$ cat src/rtl/i2c_pixel_loader_if.sv
// Byte-stream in / colour-memory write out bundle for the pixel loader.
// slave: the loader itself; master: the side that feeds bytes and consumes writes.
interface i2c_pixel_loader_if #(
  parameter int IDX_W = 8
);
  logic [7:0]       data;
  logic             data_valid;
  logic             start;
  logic             stop;
  logic             wr_en;
  logic [IDX_W-1:0] wr_addr;
  logic [23:0]      wr_data;
  logic             update;
  logic             err;

  modport slave (
    input  data, data_valid, start, stop,
    output wr_en, wr_addr, wr_data, update, err
  );

  modport master (
    output data, data_valid, start, stop,
    input  wr_en, wr_addr, wr_data, update, err
  );
endinterface

$ cat src/rtl/i2c_pixel_loader.sv
// Turns an I2C write transaction (index byte, then 3-byte RGB pixels) into
// single-cycle colour-memory writes, with an update strobe after STOP when at
// least one pixel landed.
module i2c_pixel_loader #(
  parameter int NUM_LEDS = 8,
  parameter int IDX_W    = 8
) (
  input  logic                i_clk,
  input  logic                i_rst_n,
  i2c_pixel_loader_if.slave   io_bus
);

  typedef enum logic [1:0] {
    ST_IDLE    = 2'd0,
    ST_INDEX   = 2'd1,
    ST_PIXEL   = 2'd2,
    ST_DISCARD = 2'd3
  } state_t;

  // 9-bit compare so NUM_LEDS=256 accepts every index byte
  localparam logic [8:0]       LP_NUM  = 9'(NUM_LEDS);
  localparam logic [IDX_W-1:0] LP_LAST = IDX_W'(NUM_LEDS - 1);

  state_t           r_state, w_state_next;
  logic [1:0]       r_cnt, w_cnt_next;
  logic [IDX_W-1:0] r_ptr, w_ptr_next;
  logic [15:0]      r_asm, w_asm_next;     // first two bytes of the pixel in flight
  logic             r_written, w_written_next;
  logic             r_wr_en, w_wr_en_next;
  logic [IDX_W-1:0] r_wr_addr, w_wr_addr_next;
  logic [23:0]      r_wr_data, w_wr_data_next;
  logic             r_update, w_update_next;
  logic             r_err, w_err_next;

  // State and output registers; reset returns to IDLE with every output low
  always_ff @(posedge i_clk or negedge i_rst_n) begin
    if (!i_rst_n) begin
      r_state   <= ST_IDLE;
      r_cnt     <= 2'd0;
      r_ptr     <= '0;
      r_asm     <= 16'd0;
      r_written <= 1'b0;
      r_wr_en   <= 1'b0;
      r_wr_addr <= '0;
      r_wr_data <= 24'd0;
      r_update  <= 1'b0;
      r_err     <= 1'b0;
    end else begin
      r_state   <= w_state_next;
      r_cnt     <= w_cnt_next;
      r_ptr     <= w_ptr_next;
      r_asm     <= w_asm_next;
      r_written <= w_written_next;
      r_wr_en   <= w_wr_en_next;
      r_wr_addr <= w_wr_addr_next;
      r_wr_data <= w_wr_data_next;
      r_update  <= w_update_next;
      r_err     <= w_err_next;
    end
  end

  // Next-state logic: start overrides everything; otherwise the byte is
  // consumed first and a coincident stop then closes the transaction
  always_comb begin
    w_state_next   = r_state;
    w_cnt_next     = r_cnt;
    w_ptr_next     = r_ptr;
    w_asm_next     = r_asm;
    w_written_next = r_written;
    w_wr_en_next   = 1'b0;
    w_wr_addr_next = r_wr_addr;
    w_wr_data_next = r_wr_data;
    w_update_next  = 1'b0;
    w_err_next     = r_err;

    if (io_bus.start) begin
      w_state_next   = ST_INDEX;
      w_cnt_next     = 2'd0;
      w_written_next = 1'b0;
      w_err_next     = 1'b0;
    end else begin
      if (io_bus.data_valid) begin
        case (r_state)
          ST_INDEX: begin
            if ({1'b0, io_bus.data} < LP_NUM) begin
              w_ptr_next   = IDX_W'(io_bus.data);
              w_state_next = ST_PIXEL;
            end else begin
              w_err_next   = 1'b1;
              w_state_next = ST_DISCARD;
            end
          end
          ST_PIXEL: begin
            w_asm_next = {r_asm[7:0], io_bus.data};
            if (r_cnt == 2'd2) begin
              w_wr_en_next   = 1'b1;
              w_wr_addr_next = r_ptr;
              w_wr_data_next = {r_asm, io_bus.data};
              w_cnt_next     = 2'd0;
              w_written_next = 1'b1;
              w_ptr_next     = (r_ptr == LP_LAST) ? '0 : r_ptr + IDX_W'(1);
            end else begin
              w_cnt_next = r_cnt + 2'd1;
            end
          end
          default: ;
        endcase
      end

      if (io_bus.stop) begin
        w_state_next   = ST_IDLE;
        w_cnt_next     = 2'd0;
        w_update_next  = w_written_next;
        w_written_next = 1'b0;
      end
    end
  end

  assign io_bus.wr_en   = r_wr_en;
  assign io_bus.wr_addr = r_wr_addr;
  assign io_bus.wr_data = r_wr_data;
  assign io_bus.update  = r_update;
  assign io_bus.err     = r_err;

endmodule

$ cat src/flat_wrapper.sv
// flat-port wrapper written by rule: the top's interface ports become plain ports
module i2c_pixel_loader_flat 
#(
  parameter int NUM_LEDS = 8,
  parameter int IDX_W    = 8
)
  (i_clk, i_rst_n, io_bus_data, io_bus_data_valid, io_bus_start, io_bus_stop, io_bus_wr_en, io_bus_wr_addr, io_bus_wr_data, io_bus_update, io_bus_err);
  i2c_pixel_loader_if #(.IDX_W(IDX_W)) io_bus_i ();
  input  logic i_clk;
  input  logic i_rst_n;
  input wire logic [$bits(io_bus_i.data)-1:0] io_bus_data;
  input wire logic [$bits(io_bus_i.data_valid)-1:0] io_bus_data_valid;
  input wire logic [$bits(io_bus_i.start)-1:0] io_bus_start;
  input wire logic [$bits(io_bus_i.stop)-1:0] io_bus_stop;
  output wire logic [$bits(io_bus_i.wr_en)-1:0] io_bus_wr_en;
  output wire logic [$bits(io_bus_i.wr_addr)-1:0] io_bus_wr_addr;
  output wire logic [$bits(io_bus_i.wr_data)-1:0] io_bus_wr_data;
  output wire logic [$bits(io_bus_i.update)-1:0] io_bus_update;
  output wire logic [$bits(io_bus_i.err)-1:0] io_bus_err;
  assign io_bus_i.data = io_bus_data;
  assign io_bus_i.data_valid = io_bus_data_valid;
  assign io_bus_i.start = io_bus_start;
  assign io_bus_i.stop = io_bus_stop;
  assign io_bus_wr_en = io_bus_i.wr_en;
  assign io_bus_wr_addr = io_bus_i.wr_addr;
  assign io_bus_wr_data = io_bus_i.wr_data;
  assign io_bus_update = io_bus_i.update;
  assign io_bus_err = io_bus_i.err;
  i2c_pixel_loader #(.NUM_LEDS(NUM_LEDS), .IDX_W(IDX_W)) u_core (.i_clk(i_clk), .i_rst_n(i_rst_n), .io_bus(io_bus_i));
endmodule
$ cat config.mk
export PLATFORM = sky130hd
export DESIGN_NAME = i2c_pixel_loader_flat
export DESIGN_NICKNAME = d
export VERILOG_FILES = /design/src/rtl/i2c_pixel_loader_if.sv /design/src/rtl/i2c_pixel_loader.sv /design/src/flat_wrapper.sv
export SDC_FILE = /design/constraint.sdc
export NUM_CORES = 1
export LEC_CHECK = 0
export CORE_ASPECT_RATIO = 2
export CORE_MARGIN = 2
export CORE_UTILIZATION = 54
export CTS_BUF_LIST = sky130_fd_sc_hd__clkbuf_8
export DETAILED_ROUTE_END_ITERATION = 10
export GPL_TIMING_DRIVEN = 1
export HOLD_SLACK_MARGIN = 0.05
export PLACE_DENSITY = 0.82
export SLEW_MARGIN = 20
export SYNTH_ARGS = -nofsm -noshare
export SYNTH_HDL_FRONTEND = slang
export SYNTH_SLANG_ARGS = --single-unit
export TNS_END_PERCENT = 30
$ cat constraint.sdc
create_clock -name i_clk -period 2.7 [get_ports i_clk]
set_input_delay 0.675 -clock i_clk [delete_from_list [all_inputs] [get_ports i_clk]]
set_output_delay 0.675 -clock i_clk [all_outputs]
set_load 0.05 [all_outputs]
### After elaboration in Yosys (flattened, before gate mapping)

Cells that the tools add are included.

| storage, ports and cells | value |
|---|---|
| bits in registers | 64 |
| output and inout port bits | 35 |
| logic and storage cells | 62 |
| input bits | 13 |

| operators by class | value |
|---|---|
| equal/unequal tests | 7 |
| bitwise operators | 1 |
| $lt $le $gt $ge | 1 |
| reduce and logical (&&, ||, !) cells | 12 |
| add/subtract/negate cells | 2 |
| muxes and demuxes | 29 |

Operator list:

| operator | number |
|---|---|
| $mux W8 | 3 |
| $mux W2 | 9 |
| $mux W1 | 16 |
| $pmux W8 S2 | 1 |
| $reduce_bool A3 Y1 | 3 |
| $add A8 B1 Y8 const B | 1 |
| $eq A8 B3 Y1 const B | 1 |
| $lt A8 B4 Y1 const B | 1 |
| $reduce_and A3 Y1 | 2 |
| $reduce_bool A2 Y1 | 3 |
| $reduce_and A5 Y1 | 1 |
| $eq A2 B2 Y1 const B | 2 |
| $ne A2 B1 Y1 const B | 2 |
| $reduce_and A2 Y1 | 2 |
| $reduce_and A4 Y1 | 1 |
| $add A2 B1 Y2 const B | 1 |
| $eq A2 B1 Y1 const B | 1 |
| $ne A2 B2 Y1 const B | 1 |
| $not A1 Y1 | 1 |

### Longest topological paths before layout

| depth | value |
|---|---|
| word-level depth | 6 |
| mapped depth | 7 |
| gate-level depth less buffers | 6 |

### Least setup slack after synthesis

No wires, ideal clock.

| timing path | value |
|---|---|
| path kind | input port to flip-flop |
| from | input port io_bus_data[5] |
| to | register u_core.r_ptr[0] |
| data required time | 2.575 ns |
| buffers on the path | 1 |
| slack | 0.606 ns |
| arrival | 1.969 ns |
| stages | 5 |
| library setup time | 0.125 ns |
| path through | or4_4 -> o21ai_4 -> and2_1 -> buf_6 -> mux2_4 |

| between the ends | value |
|---|---|
| cells in the longest elaborated chain, start to end | 3 |

Ends and longest elaborated chain:

| element | RTL line | text |
|---|---|---|
| start: declaration | flat_wrapper.sv:11 | `input wire logic [$bits(io_bus_i.data)-1:0] io_bus_data;` |
| $lt A8 B4 Y1 | i2c_pixel_loader.sv:85 | `if ({1'b0, io_bus.data} < LP_NUM) begin` |
| $ne A2 B1 Y1 (no line) | - |  |
| $reduce_and A5 Y1 (no line) | - |  |
| end signal: assignment | i2c_pixel_loader.sv:51 | `r_ptr <= w_ptr_next;` |
| end: declaration | i2c_pixel_loader.sv:26 | `logic [IDX_W-1:0] r_ptr, w_ptr_next;` |

Every way passes these cells.
A chain may end at the register's enable or synchronous reset.

### Worst setup path in the final report

| timing path | value |
|---|---|
| from | register u_core.r_wr_data[4], in the netlist u_core.io_bus.wr_data[4] |
| to | output port io_bus_wr_data[4] |

RTL lines:

| element | RTL line | text |
|---|---|---|
| start: declaration | i2c_pixel_loader.sv:31 | `logic [23:0] r_wr_data, w_wr_data_next;` |
| start signal: assignment | i2c_pixel_loader.sv:56 | `r_wr_data <= w_wr_data_next;` |
| end: declaration | flat_wrapper.sv:17 | `output wire logic [$bits(io_bus_i.wr_data)-1:0] io_bus_wr_data;` |

No word-level cell between the ends.

==> results.tsv <==
stage	metric	value	unit
outcome	status	completed	
clocking	h-tree-depth	3	
worst_setup_path	cp.arrival	1.52	ns
sta	setup_slack	0.504	ns
worst_setup_path	critPathRequiredTime	2.03	ns
logic_synthesis	yosysSeqAreaShare	59.3	%
logic_synthesis	synth_edf_count	0	
worst_setup_path	crit_path_max_incr_delay	0.82	ns
clocking	clk_path_buf_depth	2	
detailed_routing	wl_met3	241	um
clocking	hold_buffers	0	
sta	fin_skew	0.00688	ns
worst_setup_path	crit_path_end	io_bus_wr_data[4]	
worst_setup_path	cp_max_fo	2	
logic_synthesis	syn_area_per_cell	13.6	um^2
die	boundaryPins	48	
sta	relSlewSlack	65.5	%
worst_setup_path	r2r_slack	0.89	ns
sta	setup-tns-final	0	ns
worst_setup_path	path_delay_family	buffers and inverters	
sta	final_max_slew_viol_count	0	
detailed_routing	wl_met2	2920	um
logic_synthesis	synth_area	2700	um^2
layout	drive_above_1_share	30.7	%
worst_setup_path	path_cells	clkdlybuf4s50_1	
die	initial_utilization	55.6	%
worst_setup_path	crit_path_start_kind	register	
detailed_routing	via_per_inst	5.66	
global_route	grt_pass1_vias	1851	
clocking	postCtsSetupRepairBufs	0	
placed_design	dpl.hpwl	3640	um
die	chipWidth	54.0	um
sta	rsz0062_at_grt	no	
logic_synthesis	ys_ff_latch	64	
job	drv_cap	0	
worst_setup_path	cp_num_cells	1	
worst_setup_path	ff2ff_path_depth	4	
layout	syn_to_final_growth	31.0	%
logic_synthesis	yosys.area.top_type	dfrtp_1	
logic_synthesis	synthTopCellsByArea	dfrtp_1 (59%), mux2_2 (19%), a21oi_1 (1.7%), nand2_1 (1.5%), ha_1 (1.4%)	
sta	post-route-min-period	2.20	ns
logic_synthesis	yosysTopAreaCellShare	59.3	%
worst_setup_path	end_kind	output pin	
logic_synthesis	syn_nets	214	
global_route	grt_overflow_total	0	
detailed_routing	ant_nets	0	
clocking	cts.sinks	64	
die	core_area	4860	um^2
worst_setup_path	criticalPathCategory	reg -> out	
detailed_routing	drt_iter0_drc	35	
sta	period_share	81.3	%
die	die_area	5620	um^2
logic_synthesis	syn_inst	198	
worst_setup_path	timing.rr.end	u_core.r_ptr[0]$_DFFE_PN0P_	
layout	antenna_cells	0	
placed_design	post-place-ws	0.229	ns
worst_setup_path	reg2reg_from	u_core.r_ptr[6]$_DFFE_PN0P_	
detailed_routing	routedWlPerCell	16.4	um
worst_setup_path	slowest_stage	clkdlybuf4s50_1	
sta	fmax	455	MHz
global_route	track_usage	21.6	%
min_path	hold_class	in -> async	
logic_synthesis	synth_top_flop_cell	dfrtp_1	
clocking	cts_resized	0	
global_route	grt_max_degree	65	
detailed_routing	wl_met1	1990	um
power_and_ir_drop	power_density	660	nW/um^2
power_and_ir_drop	power.static_leakage	1.64	nW
logic_synthesis	synthDistinctLibCells	37	
worst_setup_path	startpoint	u_core.io_bus.wr_data[4]$_DFFE_PN0P_	
sta	worst_slew_pin_slew	0.516	ns
worst_setup_path	cp.buffers_inverters	1	
sta	final-hold-violation-count	0	
logic_synthesis	yosysWarnings	0	
detailed_routing	routed_wl	5270	um
die	die_h	104	um
sta	finalSetupViolations	0	
detailed_routing	dr.pass1.iters	4	
placed_design	routabilityCongestion	0.789	
clocking	cts_tree	yes	
global_route	grt_pass1_wl	8830	um
detailed_routing	num_vias	1818	
clocking	ctsRootBufferMaster	clkbuf_8	
detailed_routing	drc	0	
clocking	cts_made_buffers	9	
placed_design	io_buffers	47	
clocking	clk_pin_slew	0.07	ns
layout	num-nets-final	275	
detailed_routing	dr.max_layer_used	met4	
logic_synthesis	synthArstFlopShare	100	%
global_route	antenna_found_initial	0	
clocking	insertion_delay	0.34	ns
power_and_ir_drop	peakVddDrop	0.000642	V
die	row_count	36	
## worst register-to-register path: cells and delay by family, from the launching register on
family	cells	cell delay, ns
simple gates	1	0.60
compound gates	2	0.41
flops	1	0.43
mux	1	0.27
## flip-flops by register name (all words and copies together), names as in the netlist
signal and flops:
u_core.r_asm 16, u_core.r_ptr 8, u_core.r_cnt 2, u_core.io_bus.wr_data 24
u_core.r_written 1, u_core.io_bus.update 1, u_core.r_state 2, u_core.io_bus.wr_addr 8
u_core.io_bus.wr_en 1, u_core.io_bus.err 1
## layer usage
layer | global-route usage (%) | vias to the layer above
met3 | 4.31 | 9
met2 | 34.5 | 54
met1 | 26.4 | 920
li1 | - | 835
met4 | 11.3 | 0
met5 | 0 | -
## kinds of logic after synthesis
family | after synthesis | synth area share (%)
DFF | 64 | 59.3
muxes | 49 | 20.5
AOI/OAI and AO/OA | 34 | 9.72
and+or+nand+nor | 33 | 6.25
buffers and inverters | 15 | 2.92
adders and majority gates | 3 | 1.39
## layout make-up
cell class	instances	area (um^2)
fill	327	1330
tap	57	71.3
multi-input combinational	119	1020
clock buffer	10	138
clock inverter	6	108
sequential	64	1600
inverter	7	26.3
timing repair buffer	58	573
## through the flow
stage / power [mW] / hold slack (ns) / std cells / instance area, um^2 / util [%]
finish: 2.34 / 0.334 / 321 / 3540 / 72.8
global route: 2.43 / 0.361 / 321 / 3540 / 72.8
CTS: 2.35 / 0.344 / 321 / 3540 / 72.8
detailed placement: 1.36 / 0.489 / 305 / 3290 / 67.7
global placement: 1.35 / 0.480 / 305 / 3290 / 67.7
floorplan: 1.25 / 0.379 / 198 / 2700 / -
## layout by cell type, fill, tap and decap left out, drive strengths merged, types with 2 or more instances in the layout
master         count
inv                8
ha                 3
clkbuf            10
nand3              5
mux2              47
dfrtp             64
buf               12
a22o               2
nand2b             3
a31oi              4
o21ai              7
o22ai              2
or4                2
bufinv             3
nor2               5
o32ai              3
mux2i              2
a21oi              9
clkinv             2
clkdlybuf4s50     46
nand2             11
nor3               2
## cell usage after synthesis (2+ instances only)
library cell / count
a21oi_1: 9
a22o_2: 2
a31oi_1: 4
buf_2: 3
buf_4: 3
dfrtp_1: 64
ha_1: 3
inv_1: 7
mux2_2: 46
mux2i_1: 2
nand2_1: 11
nand2b_1: 3
nand3_1: 5
nor2_1: 4
nor3_1: 2
o21ai_0: 6
o22ai_1: 2
o32ai_1: 3
## where the power goes
group	total, mW	leakage (nW)	switching (mW)	internal, mW
clock network	0.988	0.128	0.353	0.635
registers	1.12	0.864	0.0915	1.03
logic	0.226	0.652	0.117	0.109
## how the worst min path moves through the flow
| stage | from | end | slack, ns |
|---|---|---|---|
| 6_report | i_rst_n | u_core.io_bus.wr_data[7]$_DFFE_PN0P_ | 0.33 |
| 3_3_place_gp | u_core.r_asm[3]$_DFFE_PN0P_ | u_core.r_asm[3]$_DFFE_PN0P_ | 0.48 |
| 4_1_cts | i_rst_n | u_core.io_bus.wr_data[14]$_DFFE_PN0P_ | 0.34 |
| 2_1_floorplan | i_rst_n | u_core.io_bus.err$_DFFE_PN0P_ | 0.38 |
| 3_5_place_dp | u_core.r_asm[11]$_DFFE_PN0P_ | u_core.io_bus.wr_data[19]$_DFFE_PN0P_ | 0.49 |
| 5_1_grt | i_rst_n | u_core.io_bus.wr_data[7]$_DFFE_PN0P_ | 0.36 |
Note: power is estimated with default switching activity, not from simulation.
